==> src/rtl/mem_port_arbiter.sv <==
// ---------------------------------------------------------------------------
// mem_port_arbiter
//
// Shares one memory port between an instruction-fetch requester and a
// data-memory requester. A request seen in IDLE is granted on the next
// rising edge. The granted address, write enable and mux select are
// registered and stay frozen until the access completes (mem_ready_i) or
// is aborted by the wait-timeout.
//
// Configuration macro:
//   ARB_ROUND_ROBIN_EN  defined   : on simultaneous requests, the requester
//                                   not served last wins.
//                       undefined : on simultaneous requests, data wins.
//
// Parameters:
//   TIMEOUT      grant cycles without mem_ready_i before aborting (0 = never)
//
// Ports:
//   clk, rst_n   clock, asynchronous active-low reset
//   if_req_i     fetch request           if_addr_i  fetch address
//   dm_req_i     data request            dm_addr_i  data address
//   dm_we_i      data write enable
//   mem_ready_i  completion of the current shared-port access
//   mem_valid_o  shared port access active
//   mem_addr_o   registered address of the granted requester
//   mem_we_o     registered write enable (0 for fetch grants)
//   sel_o        address mux select: 0 = fetch, 1 = data
//   if_done_o    one-cycle completion pulse to the fetch requester
//   dm_done_o    one-cycle completion pulse to the data requester
//   err_o        timeout abort pulse, high during the last grant cycle
//   busy_o       high whenever the arbiter is not IDLE
// ---------------------------------------------------------------------------
module mem_port_arbiter #(
  parameter int unsigned TIMEOUT = 16
) (
  input  logic        clk,
  input  logic        rst_n,
  input  logic        if_req_i,
  input  logic [31:0] if_addr_i,
  input  logic        dm_req_i,
  input  logic [31:0] dm_addr_i,
  input  logic        dm_we_i,
  input  logic        mem_ready_i,
  output logic        mem_valid_o,
  output logic [31:0] mem_addr_o,
  output logic        mem_we_o,
  output logic        sel_o,
  output logic        if_done_o,
  output logic        dm_done_o,
  output logic        err_o,
  output logic        busy_o
);

  localparam logic [1:0] ST_IDLE   = 2'd0;
  localparam logic [1:0] ST_GNT_IF = 2'd1;
  localparam logic [1:0] ST_GNT_DM = 2'd2;

  // Wide enough to hold TIMEOUT-1, the last value the counter ever holds.
  localparam int unsigned CW = (TIMEOUT > 1) ? $clog2(TIMEOUT + 1) : 1;

  logic [1:0]    state_q, state_d;
  logic [31:0]   addr_q, addr_d;
  logic          we_q, we_d;
  logic          sel_q, sel_d;
  logic          if_done_q, if_done_d;
  logic          dm_done_q, dm_done_d;
  logic [CW-1:0] wait_q, wait_d;
  logic          pick_dm;
  logic          timeout_hit;

`ifdef ARB_ROUND_ROBIN_EN
  // 1 = data was served last, 0 = fetch was served last.
  logic last_q, last_d;

  // The requester not served last wins a tie.
  assign pick_dm = dm_req_i && (!if_req_i || !last_q);
`else
  assign pick_dm = dm_req_i;
`endif

  // The abort fires in the cycle the wait count reaches TIMEOUT; a
  // mem_ready_i in that same cycle wins and counts as completion.
  assign timeout_hit = (TIMEOUT != 0) && (state_q != ST_IDLE) && !mem_ready_i &&
                       (wait_q == CW'(TIMEOUT - 1));

  // NOTE: every variable gets a hold/default value before the case so no
  // path leaves it unassigned, which would otherwise infer a latch.
  always_comb begin
    state_d   = state_q;
    addr_d    = addr_q;
    we_d      = we_q;
    sel_d     = sel_q;
    wait_d    = wait_q;
    if_done_d = 1'b0;
    dm_done_d = 1'b0;
`ifdef ARB_ROUND_ROBIN_EN
    last_d    = last_q;
`endif
    case (state_q)
      ST_IDLE: begin
        // mem_ready_i is deliberately not looked at here.
        if (if_req_i || dm_req_i) begin
          state_d = pick_dm ? ST_GNT_DM : ST_GNT_IF;
          addr_d  = pick_dm ? dm_addr_i : if_addr_i;
          we_d    = pick_dm && dm_we_i;
          sel_d   = pick_dm;
          wait_d  = '0;
`ifdef ARB_ROUND_ROBIN_EN
          last_d  = pick_dm;
`endif
        end
      end
      ST_GNT_IF, ST_GNT_DM: begin
        // Requester inputs are ignored until the access ends.
        if (mem_ready_i) begin
          state_d   = ST_IDLE;
          if_done_d = (state_q == ST_GNT_IF);
          dm_done_d = (state_q == ST_GNT_DM);
          wait_d    = '0;
        end else if (timeout_hit) begin
          state_d = ST_IDLE;
          wait_d  = '0;
        end else if (TIMEOUT != 0) begin
          wait_d = wait_q + CW'(1);
        end
      end
      default: state_d = ST_IDLE;
    endcase
  end

  // NOTE: sequential state uses non-blocking assignments so every register
  // samples the pre-edge value of every other register.
  always_ff @(posedge clk or negedge rst_n) begin
    if (!rst_n) begin
      state_q   <= ST_IDLE;
      addr_q    <= '0;
      we_q      <= 1'b0;
      sel_q     <= 1'b0;
      wait_q    <= '0;
      if_done_q <= 1'b0;
      dm_done_q <= 1'b0;
`ifdef ARB_ROUND_ROBIN_EN
      last_q    <= 1'b1;
`endif
    end else begin
      state_q   <= state_d;
      addr_q    <= addr_d;
      we_q      <= we_d;
      sel_q     <= sel_d;
      wait_q    <= wait_d;
      if_done_q <= if_done_d;
      dm_done_q <= dm_done_d;
`ifdef ARB_ROUND_ROBIN_EN
      last_q    <= last_d;
`endif
    end
  end

  assign mem_valid_o = (state_q != ST_IDLE);
  assign busy_o      = (state_q != ST_IDLE);
  assign mem_addr_o  = addr_q;
  assign mem_we_o    = we_q;
  assign sel_o       = sel_q;
  assign if_done_o   = if_done_q;
  assign dm_done_o   = dm_done_q;
  assign err_o       = timeout_hit;

endmodule

==> config.mk <==
export PLATFORM = sky130hd
export DESIGN_NAME = mem_port_arbiter
export DESIGN_NICKNAME = d
export VERILOG_FILES = /design/src/rtl/mem_port_arbiter.sv
export SDC_FILE = /design/constraint.sdc
export NUM_CORES = 1
export LEC_CHECK = 0
export BUFFER_PORTS_ARGS = -buffer_cell sky130_fd_sc_hd__buf_2
export CAP_MARGIN = 20
export CORE_ASPECT_RATIO = 0.6
export CORE_MARGIN = 3
export CORE_UTILIZATION = 48
export DETAILED_ROUTE_END_ITERATION = 10
export PLACE_DENSITY = 0.81
export RECOVER_POWER = 50
export SYNTH_ARGS = -nofsm -noshare
export SYNTH_HDL_FRONTEND = slang
export SYNTH_SLANG_ARGS = --single-unit
==> constraint.sdc <==
create_clock -name clk -period 2.7 [get_ports clk]
set_input_delay 0.54 -clock clk [delete_from_list [all_inputs] [get_ports clk]]
set_output_delay 0.54 -clock clk [all_outputs]
set_load 0.02 [all_outputs]
# Yosys cells after proc, flatten, opt, wreduce, memory -nomap -nowiden
# Cells that the tools add are included.
[word_totals]
ram_bits = 0
ff_bits = 43
output_inout_bits = 39
word_cells = 39
n_memories = 0
rom_bits = 0
latchBits = 0
input_bits = 70
[classes]
n_shift = 0
n_addsub = 1
bitwise = 0
eq_ne = 5
muxes = 14
n_mul = 0
n_lt_le_gt_ge = 0
div = 0
reduce_logical = 12
[op_table]
columns = ["cell", "count"]
rows = [
  ["two-way mux 32 bit", 1],
  ["two-way mux 5 bit", 3],
  ["one-hot mux 5 bit (2 select lines)", 1],
  ["two-way mux 2 bit", 4],
  ["AND reduction 2 bit", 3],
  ["adder 5 x 1 -> 5 bit, second input constant", 1],
  ["equality test 5 x 4 -> 1 bit, second input constant", 1],
  ["two-way mux 1 bit", 4],
  ["one-hot mux 2 bit (2 select lines)", 1],
  ["nonzero test 2 bit", 2],
  ["logical AND 1 bit", 3],
  ["inequality test 3 bit, second input constant", 1],
  ["equality test 2 x 1 -> 1 bit, second input constant", 1],
  ["equality test 2 bit, second input constant", 1],
  ["logical NOT 2 bit", 1],
  ["inequality test 2 bit, second input constant", 1],
  ["OR reduction 2 bit", 1],
  ["logical NOT 1 bit", 1],
  ["logical OR 1 bit", 1],
]

# Longest topological paths before layout
[depth]
ltp_word = 6
mapped_depth = 7
depth_no_buf = 5

# Least setup slack after synthesis
# OpenSTA, ideal clock, no wires.
[synth_timing]
path_type = "reg2out"
from = "reg state_q[0]"
to = "out err_o"
path_slack_ns = 0.891
path_buffers = 1
arrival_time_ns = 1.269
stages_incl_launch_ff = 6
required_time_ns = 2.160
cell_sequence = "dfrtp_1 > inv_1 > ha_1 > buf_2 > nor3_4 > and2_1"
[synth_via]
elab_chain_cells = 3
[synth_rtl]
columns = ["element", "line", "source"]
rows = [
  ["from (decl)", "61", "logic [1:0] state_q, state_d;"],
  ["from (signal assigned)", "146", "state_q <= state_d;"],
  ["nonzero test 2 bit", "83", "assign timeout_hit = (TIMEOUT != 0) && (state_q != ST_IDLE) && !mem_ready_i &&"],
  ["logical AND 1 bit (2 in a row)", "83", ""],
  ["to (decl)", "50", "output logic err_o,"],
]
# Every way passes these cells.

# Final worst setup path
# Ends and elaborated chain as after synthesis.

==> results.tsv <==
metric	value	unit
yosys.area_share.adder	0.0241	
core-area	3910	µm²
synth_compound_area_frac	0.141	
p_clk_frac	0.192	
cts_tree	done	
gr-total-overflow	0	
rows	17	
clockBufferDepth	2	
period_needed	2.32	ns
hp-class	primary input to asynchronous set/reset pin	
fp.dieArea	5190	µm²
cts_root_buffer	clkbuf_8	
clk_pin_slew_worst_paths	0.08	ns
synthMuxAreaShare	0.154	
fmax	431	MHz
antenna_cells	0	
finalSetupViolCount	0	
tns	0	ns
drv_slew	0	
p_seq_frac	0.359	
grt_pass1_vias	1797	
cts_buffers	5	
synth_edf_count	0	
synthXorXnorAreaFrac	0	
chipWidth	91	µm
num_vias	1800	
grt_max_degree	46	
fill_cells	329	
cellInternalPower	1.75	mW
final_nets	375	
synth_top_flop_cell	dfrtp_1	
worstMarginPinSlew	1.03	ns
antenna_found_initial	0	
p_per_area	1100	nW/µm²
swShare	0.422	
synth_top_family_by_area	multiplexers	
startpoint	state_q[0]$_DFFE_PN0P_	
rsz0062_at_grt	false	
die_h	57	µm
mostFrequentLayoutCell	buf_2	
portBuffers	108	
start_util	0.532	
wire_per_inst	13.6	µm
synth-seq-cells	43	
grt_pass1_wl	8180	µm
dp_hpwl	3710	µm
first_pass_iters	4	
synthCells	197	
drt-met1-wl	2280	µm
clock_skew	0.00608	ns
end_kind	output port	
num_io_pins	109	
cts_resized	0	
async_reset_ff_frac	1.00	
crit_type	register to output port	
ctsHoldBuffers	0	
drc	0	
gp_congestion	0.796	
routed_wl	4900	µm
highest_layer	met4	
required	2.16	ns
drtIter0Drc	50	
clock_sinks	43	
htree_levels	2	
hold_slack	0.415	ns
final_area	2760	µm²
synthesis.area	2080	µm²
combPwrFrac	0.449	
viasPerCell	5.01	
grt_use_total	0.195	
layout_common_cells	90 x buf_2, 43 x dfrtp_1, 36 x nand2_1, 33 x o21ai_1, 32 x mux2i_1	
synth.yosys.seq_area_share	0.517	
r2r-start	state_q[0]$_DFFE_PN0P_	
dr_wl_met3	495	µm
r2r_setup_slack	0.64	ns
clock_latency	0.29	ns
hold_viol_final	0	
drtAntennaViolNets	0	
synthesis.nets	271	
irDropWorstVdd	595	µV
yosys.area_share.simple	0.124	
worst_ep_arrival_time	1.78	ns
switchingPower	1.28	mW
wl_met2	2110	µm
drive_above_1_share	0.351	
area_growth	32.8	%
timing.slew.headroom	0.316	
cap_violations	0	
period_share	0.860	
synth.avg_cell_area	10.6	µm²
yosysUniqueCellTypes	34	
cts_setup_buffers	0	
status	complete, no violations	
yosysWarningCount	0	
leakagePower	1.45	nW
path_max_fanout	13	
cp-start-kind	register	
place_area	2650	µm²
[final timing paths]
path                                               to  cells after the start
setup / recovery                                err_o                      5
hold / removal             mem_addr_o[24]$_DFFE_PN0P_                      1
setup reg to reg           mem_addr_o[12]$_DFFE_PN0P_                      6
hold reg to reg            mem_addr_o[20]$_DFFE_PN0P_                      2
max in group asynchronous  mem_addr_o[11]$_DFFE_PN0P_                      1
min in group clk           mem_addr_o[20]$_DFFE_PN0P_                      2
[cell type report]
| type | instances | area [µm²] | area share |
|---|---|---|---|
| clock inverters | 3 | 67.6 | 0.0245 |
| flip-flops and latches | 43 | 1080 | 0.389 |
| clock buffers | 5 | 68.8 | 0.0249 |
| repair buffers | 110 | 534 | 0.193 |
| inverters | 3 | 11.3 | 0.00408 |
| multi-input cells | 138 | 933 | 0.338 |
| well taps | 57 | 71.3 | 0.0258 |
[worst max-delay path, cell delays in order (launching register included)]
cell	delay (ns)
dfrtp_1	0.42
inv_1	0.08
ha_1	0.40
nor3_4	0.28
and2_1	0.15
buf_2	0.16
[metal layers]
layer  up-vias  GRT usage
met1       810      0.262
met5         -          0
met4         0     0.0451
li1        900          -
met3         3     0.0553
met2        87      0.319
[kinds of logic (layout without fill, tap and decap cells)]
group / Yosys count / after routing
buffers and inverters: 16 / 121
adder cells (fa/ha/maj): 4 / 4
AND/OR/NAND/NOR: 53 / 53
multiplexers: 32 / 32
flip-flops: 43 / 43
AO/OA/AOI/OAI: 49 / 49
[power by group through the flow]
stage | sequential [mW] | combinational (mW) | clock, mW
final | 1.09 | 1.36 | 0.583
after floorplan | 1.40 | 0.636 | 0
after CTS | 1.08 | 1.41 | 0.596
after detailed placement | 1.09 | 1.41 | 0
after global routing | 1.12 | 1.50 | 0.628
after global placement | 1.08 | 1.38 | 0
[Yosys cell counts, types with 2 or more instances]
library cell  count  share of area
a211oi_1          2         0.0072
a21o_1            3          0.011
and2_1            3         0.0090
and3_1            2         0.0060
buf_2             9          0.022
clkbuf_1          2         0.0036
dfrtp_1          43           0.52
ha_1              4          0.024
inv_1             2         0.0036
mux2i_1          32           0.15
nand2_1          36          0.065
nand2b_1          2         0.0060
nor2_1            2         0.0036
o21ai_1          34          0.082
o221ai_1          2         0.0084
[metrics by stage]
step	worst slack, ns	power (mW)	std cells	utilization
floorplan	0.891	2.03	197	-
detailed placement	0.626	2.50	351	0.676
CTS	0.355	3.08	359	0.711
global route	0.237	3.26	359	0.706
finish	0.378	3.03	359	0.706
global placement	0.666	2.46	351	0.676
[sequential cells by signal, indices dropped and copies added, names as in the netlist]
| register | flops |
|---|---|
| dm_done_o | 1 |
| if_done_o | 1 |
| mem_addr_o | 32 |
| mem_we_o | 1 |
| sel_o | 1 |
| state_q | 2 |
| wait_q | 5 |
No activity file was read; power rests on OpenSTA's default activity.
